--- config.mk ---
export PLATFORM = sky130hd
export DESIGN_NAME = ram_seq_writer
export DESIGN_NICKNAME = d
export VERILOG_FILES = /design/src/rtl/ram_seq_writer_pkg.sv /design/src/rtl/edge_rise.sv /design/src/rtl/ram_seq_writer.sv
export SDC_FILE = /design/constraint.sdc
export NUM_CORES = 1
export LEC_CHECK = 0
export ABC_AREA = 1
export BUFFER_PORTS_ARGS = -buffer_cell sky130_fd_sc_hd__clkbuf_2
export CORE_ASPECT_RATIO = 1.25
export CORE_MARGIN = 4
export CORE_UTILIZATION = 46
export DETAILED_ROUTE_END_ITERATION = 10
export PLACE_DENSITY = 0.77
export SYNTH_ARGS = -nofsm -noshare
export SYNTH_HDL_FRONTEND = slang
export SYNTH_HIERARCHICAL = 1
export SYNTH_SLANG_ARGS = --single-unit
--- constraint.sdc ---
create_clock -name clk -period 2.59 [get_ports clk]
set_input_delay 0.518 -clock clk [delete_from_list [all_inputs] [get_ports clk]]
set_output_delay 0.518 -clock clk [all_outputs]
set_load 0.01 [all_outputs]
--- src/rtl/ram_seq_writer_pkg.sv ---
// ram_seq_writer_pkg
//   Shared definitions for the sequential RAM writer:
//   - default memory geometry (DEPTH / AW / DW) matching the existing 32x4 dual-port RAM
//   - FSM state encoding used by ram_seq_writer
package ram_seq_writer_pkg;

    // Default geometry of the attached RAM write port.
    localparam int unsigned DEPTH_DEFAULT = 32;
    localparam int unsigned AW_DEFAULT    = 5;
    localparam int unsigned DW_DEFAULT    = 4;

    // Writer FSM states: idle (single stores / pointer loads), full-memory fill,
    // and the one-cycle completion state that pulses done.
    typedef enum logic [1:0] {
        StIdle = 2'b00,
        StFill = 2'b01,
        StDone = 2'b10
    } state_e;

endpackage

--- src/rtl/edge_rise.sv ---
// edge_rise
//   Rising-edge detector built on a registered previous sample.
//   The previous-sample register resets to 1, so a level that is already high while
//   reset is released is not reported as an edge; it must fall and rise again.
//
// Ports
//   clk  : clock
//   rst  : synchronous, active-high reset
//   sig  : level input (already synchronised to clk)
//   rise : high while sig is 1 and the previous sample was 0
module edge_rise (
    input  logic clk,
    input  logic rst,
    input  logic sig,
    output logic rise
);

    logic prev_q;

    always_ff @(posedge clk) begin
        if (rst) begin
            prev_q <= 1'b1;
        end else begin
            prev_q <= sig;
        end
    end

    // Consumed only by registered logic in the parent, so this stays off any output path.
    assign rise = sig & ~prev_q;

endmodule

--- src/rtl/ram_seq_writer.sv ---
// ram_seq_writer
//   Drives the write port of an external RAM. In idle, a rising edge on store writes
//   wr_data at the write pointer and advances the pointer (modulo DEPTH); a rising edge
//   on load_addr reloads the pointer from start_addr. A rising edge on fill writes
//   fill_data to every address 0..DEPTH-1 on consecutive cycles, then pulses done for
//   one cycle and clears the pointer. All outputs are registered.
//
// Parameters
//   DEPTH : number of memory words (power of two)
//   AW    : address width, log2(DEPTH)
//   DW    : data width
//
// Ports
//   clk        : single clock
//   rst        : synchronous, active-high reset (highest priority)
//   wr_data    : word written by a single store
//   start_addr : value loaded into the write pointer
//   load_addr  : level; pointer load on rising edge
//   store      : level; one write per rising edge
//   fill       : level; full-memory fill on rising edge
//   fill_data  : fill pattern, captured on the fill edge
//   mem_we     : RAM write enable
//   mem_addr   : RAM write address (held while mem_we=0)
//   mem_data   : RAM write data (held while mem_we=0)
//   wr_ptr     : current write pointer
//   busy       : high on every fill write cycle
//   done       : one-cycle pulse after the last fill write
module ram_seq_writer
    import ram_seq_writer_pkg::*;
#(
    parameter int unsigned DEPTH = DEPTH_DEFAULT,
    parameter int unsigned AW    = AW_DEFAULT,
    parameter int unsigned DW    = DW_DEFAULT
) (
    input  logic          clk,
    input  logic          rst,
    input  logic [DW-1:0] wr_data,
    input  logic [AW-1:0] start_addr,
    input  logic          load_addr,
    input  logic          store,
    input  logic          fill,
    input  logic [DW-1:0] fill_data,
    output logic          mem_we,
    output logic [AW-1:0] mem_addr,
    output logic [DW-1:0] mem_data,
    output logic [AW-1:0] wr_ptr,
    output logic          busy,
    output logic          done
);

    localparam logic [AW-1:0] LastAddr = AW'(DEPTH - 1);

    state_e        state_q;
    logic          load_rise;
    logic          store_rise;
    logic          fill_rise;
    logic [AW-1:0] store_addr;

    edge_rise u_load_edge (
        .clk  (clk),
        .rst  (rst),
        .sig  (load_addr),
        .rise (load_rise)
    );

    edge_rise u_store_edge (
        .clk  (clk),
        .rst  (rst),
        .sig  (store),
        .rise (store_rise)
    );

    edge_rise u_fill_edge (
        .clk  (clk),
        .rst  (rst),
        .sig  (fill),
        .rise (fill_rise)
    );

    // A load coinciding with a store redirects that store to start_addr, so the
    // pointer ends up at start_addr+1.
    assign store_addr = load_rise ? start_addr : wr_ptr;

    always_ff @(posedge clk) begin
        if (rst) begin
            state_q  <= StIdle;
            wr_ptr   <= '0;
            mem_we   <= 1'b0;
            mem_addr <= '0;
            mem_data <= '0;
            busy     <= 1'b0;
            done     <= 1'b0;
        end else begin
            // Write enable and done are single-cycle unless a branch re-asserts them.
            mem_we <= 1'b0;
            done   <= 1'b0;

            unique case (state_q)
                StIdle: begin
                    if (fill_rise) begin
                        // Fill wins over any coincident store/load; those are dropped.
                        // mem_data keeps the captured pattern for the whole fill.
                        state_q  <= StFill;
                        busy     <= 1'b1;
                        mem_we   <= 1'b1;
                        mem_addr <= '0;
                        mem_data <= fill_data;
                    end else if (store_rise) begin
                        mem_we   <= 1'b1;
                        mem_addr <= store_addr;
                        mem_data <= wr_data;
                        wr_ptr   <= store_addr + 1'b1;
                    end else if (load_rise) begin
                        wr_ptr <= start_addr;
                    end
                end

                StFill: begin
                    // Edges arriving here are ignored; the detectors still track the
                    // inputs, so nothing is replayed once idle again.
                    if (mem_addr == LastAddr) begin
                        state_q <= StDone;
                        busy    <= 1'b0;
                        done    <= 1'b1;
                        wr_ptr  <= '0;
                    end else begin
                        mem_we   <= 1'b1;
                        mem_addr <= mem_addr + 1'b1;
                    end
                end

                StDone: begin
                    state_q <= StIdle;
                end

                default: begin
                    state_q <= StIdle;
                end
            endcase
        end
    end

endmodule
Word-level counts from Yosys, hierarchy flattened

Cells that the tools add are included.

Bits in registers: 22
Logic and storage cells: 57

Reduce and logical (&&, ||, !) cells: 9
Add/sub/neg operators: 2
Multiplexer cells: 22
Bitwise logic cells: 7
Equality and inequality tests: 7

Operator list:

| operator            | number |
|---|---|
| $mux 5              | 7 |
| $pmux 5 s2          | 2 |
| $add 5x1->5 const B | 2 |
| $reduce_and 3->1    | 3 |
| $mux 4              | 2 |
| $ne 2x2->1 const B  | 4 |
| $mux 1              | 6 |
| $eq 5x5->1 const B  | 1 |
| $mux 2              | 2 |
| $not 1->1           | 4 |
| $pmux 1 s2          | 2 |
| $pmux 2 s2          | 1 |
| $reduce_and 2->1    | 2 |
| $reduce_bool 2->1   | 2 |
| $and 1x1->1         | 3 |
| $ne 3x3->1 const B  | 1 |
| $eq 2x1->1 const B  | 1 |
| $logic_not 2->1     | 1 |
| $reduce_or 2->1     | 1 |

Longest topological paths before layout

Word-level depth: 7
Gate-level depth with buffers: 14
Depth with buffers taken out: 13

By module

The synthesis kept the hierarchy.

By module, submodules not included:

| module         | sequential area each (um^2) | area each (um^2) | times used | cells an instance |
|---|---|---|---|---|
| ram_seq_writer | 380.4                       | 1053.5           | 1          | 146 |
| edge_rise      | 20.0                        | 37.5             | 3          | 5 |

Worst setup path before layout

Ideal clock, no wire load.

Path type: input-to-reg
From: in load_addr
To: reg wr_ptr[2]
Stages: 13
Arrival: 1.556 ns
Path slack: 0.963 ns
Required time: 2.519 ns
Cells stage by stage: inv_1 -> nor2_2 -> buf_6 -> inv_4 -> nand2_2 -> nand2_2 -> inv_1 -> ha_1 -> nand2_1 -> inv_1 -> a21oi_1 -> o21ai_0 -> a21oi_1

Longest elaborated chain between the ends: 6

RTL lines:

| element              | RTL line              | text |
|---|---|---|
| start, declared      | ram_seq_writer.sv:39  | `input logic load_addr,` |
| $and 1x1->1 *        | edge_rise.sv:29       | `assign rise = sig & ~prev_q;` |
| named net load_rise  | ram_seq_writer.sv:54  | `logic load_rise;` |
| $mux 5 *             | --                    |  |
| $add 5x1->5          | ram_seq_writer.sv:112 | `wr_ptr <= store_addr + 1'b1;` |
| $mux 5 *             | ram_seq_writer.sv:108 | `end else if (store_rise) begin` |
| $mux 5 *             | ram_seq_writer.sv:100 | `if (fill_rise) begin` |
| $pmux 5 s2 *         | ram_seq_writer.sv:98  | `unique case (state_q)` |
| end signal, assigned | ram_seq_writer.sv:112 |  |
| end signal, assigned | ram_seq_writer.sv:114 | `wr_ptr <= start_addr;` |
| end, declared        | ram_seq_writer.sv:46  | `output logic [AW-1:0] wr_ptr,` |

The timed path passes the listed nets; every way through them passes the cells marked *. The select of a mux whose other input is x is not followed.
A chain may end at the register's enable or synchronous reset.

Worst setup path in the final report

From: reg u_load_edge.prev_q
To: reg wr_ptr[2]

Longest elaborated chain between the ends: 7

RTL lines:

| element                | RTL line              | text |
|---|---|---|
| start, declared        | edge_rise.sv:18       | `logic prev_q;` |
| start signal, assigned | edge_rise.sv:24       | `prev_q <= sig;` |
| $not 1->1 *            | edge_rise.sv:29       |  |
| $and 1x1->1 *          | edge_rise.sv:29       |  |
| named net load_rise    | ram_seq_writer.sv:54  |  |
| $mux 5 *               | --                    |  |
| $add 5x1->5            | ram_seq_writer.sv:112 |  |
| $mux 5 *               | ram_seq_writer.sv:108 |  |
| $mux 5 *               | ram_seq_writer.sv:100 |  |
| $pmux 5 s2 *           | ram_seq_writer.sv:98  |  |

Marks and branches as above.

==> impl_metrics.py <==
metrics = {
    "status": {
        "status": "finished clean",
    },
    "sta": {
        "worst_slew_margin_rel": 0.7467,
        "finalSetupTns_ns": 0,
        "finalCritPeriodShare": 0.6442,
        "setup_violations": 0,
        "fmax_ghz": 0.5994,
        "report.final.hold_viol_count": 0,
        "final-max-slew-violation-count": 0,
        "tightestPinTransition_ns": 0.3795,
        "rsz0062_at_grt": "no",
        "period_needed_ns": 1.668,
        "layout_setup_ws_ns": 0.9216,
        "clock_skews_ns": 0.01008,
    },
    "grt": {
        "gr-total-overflow": 0,
        "grt_pass1_wl_um": 4284,
        "grt_pass1_vias": 1073,
        "antenna_found_initial": 0,
        "groute.usage.overall": 0.1651,
        "largest_net_degree_at_the_start_of_global_routing": 15,
    },
    "clock_tree": {
        "clk-insertion-delay-late_ns": 0.30,
        "cts.clk_slew.worst_paths_ns": 0.12,
        "tritoncts": "yes",
        "cts.repair.resized": 0,
        "cts_htree_levels": 1,
        "tritoncts.num_buffers": 3,
        "post-cts-setup-buffers": 0,
        "cts-hold-fix-buffers": 0,
        "bufs_on_longest_clock_path": 2,
        "clk_root_buffer_cell": "clkbuf_4",
        "clock-sinks": 22,
    },
    "synthesis": {
        "ys_seq_area_frac": 0.3777,
        "synth_top_area_share": 0.3777,
        "yosysWarningCount": 6,
        "netlist_area_mm2": 0.001166,
        "synthTopCellsByArea": "dfxtp_1 38%, nand2_1 12%, inv_1 7.7%, a21oi_1 4.7%, nand2_2 4.3%",
        "synth.distinct_cells": 26,
        "yosysTopAreaCell": "dfxtp_1",
        "postSynthAreaPerCell_um2": 7.243,
        "ys_ff_latch": 22,
        "synthesis.nets": 182,
        "synthCells": 161,
    },
    "critical_path": {
        "cpPeakStageDelay_ns": 0.33,
        "cell_depth_of_the_worst_setup_path": 10,
        "cp-start-kind": "register",
        "worst_setup_ep_type": "register",
        "critical_path_required_ns": 2.83,
        "timing.critical_path.buf_inv": 2,
        "criticalPathCategory": "reg2reg",
        "rr_worst_depth": 10,
        "highest_fanout_seen_on_the_critical_path": 8,
        "critPathSlowestCell": "dfxtp_1",
        "worst_ep_arrival_time_ns": 1.91,
        "cpLargestDelayFamily": "simple AND/OR/NAND/NOR gates",
        "crit_chain": "nor2_2 > nand2_1 > nand2_2 > inv_1 > ha_1 > nand2_1 > inv_1 > a21oi_1 > o21ai_0 > a21oi_1",
    },
    "pwr": {
        "vdd.ir_drop.worst_v": 0.0003116,
        "static-leakage-power_nw": 0.6770,
        "totalPowerFinal_mw": 0.6776,
        "cellPowerDensity_mw_per_mm2": 491.9,
    },
    "detailed_routing": {
        "met3WireLength_um": 156,
        "drcViolationCount": 0,
        "detail_route.wirelength_um": 2455,
        "wl_met2_um": 1222,
        "routedWlPerCell_um": 10.77,
        "ant_nets": 0,
        "drt-initial-drc-count": 24,
        "highest_routing_layer_actually_used": "met4",
        "wirelength_met1_um": 1041,
        "post_drt_via_cell_ratio": 4.956,
        "routed-via-count": 1130,
        "first_pass_iters": 4,
    },
    "die": {
        "coreArea_mm2": 0.002427,
        "die_height_um": 64.29,
        "pin_count": 35,
        "die_width_um": 53.04,
        "die_area_mm2": 0.003410,
        "initial_utilization": 0.4804,
        "row_count": 20,
    },
    "job": {
        "max-cap-violations": 0,
    },
    "final_layout": {
        "drive_gt1_frac": 0.3333,
        "fin_nets": 218,
        "antenna_diode_count": 0,
        "final_cell_mix": "37 x nand2_1, 34 x clkbuf_2, 24 x inv_1, 22 x dfxtp_1, 11 x a21oi_1",
        "layout_commonest_cell": "nand2_1",
        "layout.filler_cells": 249,
        "flow.area_growth_from_synthesis_pct": 18.13,
        "final_core_util": 0.5675,
        "stdcell_area_mm2": 0.001378,
    },
    "worst_hold_path": {
        "hp-class": "in2reg",
        "worst_hold_path.num_cells": 3,
    },
    "placed_design": {
        "placed_area_mm2": 0.001355,
        "gp_routability_congestion": 0.9064,
        "place_worst_setup_slack_ns": 0.6074,
        "numPortBuffers": 34,
        "dp_hpwl_um": 1995,
    },
}
==> state kept, by name, indices dropped and copies added (netlist names) <==
register	cells
mem_addr	5
wr_ptr	5
mem_data	4
state_q	2
busy	1
done	1
mem_we	1
u_fill_edge/prev_q	1
u_load_edge/prev_q	1
u_store_edge/prev_q	1
==> metal layers <==
layer / global-route usage / vias up
met4: 0.06709 / 0
met2: 0.2873 / 36
met3: 0.03730 / 4
met1: 0.1877 / 505
li1: - / 585
met5: 0 / -
==> through the flow <==
| step | hold WS [ns] | cells |
|---|---|---|
| after floorplan | 0.4831 | 161 |
| after global placement | 0.4516 | 225 |
| after detailed placement | 0.4515 | 225 |
| after CTS | 0.3972 | 228 |
| after global routing | 0.4002 | 228 |
| final | 0.3987 | 228 |
==> tightest hold or removal path, stage by stage <==
cell and delay, ns:
clkbuf_2 0.07, inv_1 0.04, nand2_1 0.05
==> final cells by class <==
cell class / instances / area [um^2] / share of cell area
Clock buffer: 3 / 22.52 / 0.01635
Tap cell: 33 / 41.29 / 0.02997
Inverter: 29 / 111.4 / 0.08084
Sequential cell: 22 / 440.4 / 0.3197
Multi-Input combinational cell: 107 / 591.8 / 0.4296
Timing Repair Buffer: 34 / 170.2 / 0.1235
==> cell usage after synthesis (all sizes together) <==
library cell,n
o211ai,1
clkbuf,1
a31oi,4
o21a,1
a21oi,14
buf,2
nor2,13
ha,3
o21ai,14
inv,29
nand3,5
nand4,2
nand2,46
dfxtp,22
a22oi,4
==> worst paths after layout <==
kind | start | endpoint | slack [ns]
setup / recovery | u_load_edge/prev_q | wr_ptr[2] | 0.92
hold / removal | load_addr | u_load_edge/prev_q | 0.40
setup reg to reg | u_load_edge/prev_q | wr_ptr[2] | 0.92
hold reg to reg | busy | busy | 0.48
==> kinds of logic (layout without fill, tap and decap cells) <==
logic type,after synthesis,count (layout),synth area share
adders and majority gates,3,3,0.03219
AOI/OAI and AO/OA,38,38,0.1964
and+or+nand+nor,66,66,0.2790
buffers and inverters,32,66,0.1148
DFF,22,22,0.3777
==> power by group <==
part	switching (mW)	internal, mW	leakage [nW]
Clock	0.0975	0.0542	0.0138
Sequential	0.0169	0.361	0.181
Combinational	0.0901	0.0577	0.482
Total	0.205	0.473	0.677
(Power assumes the default switching activity.)
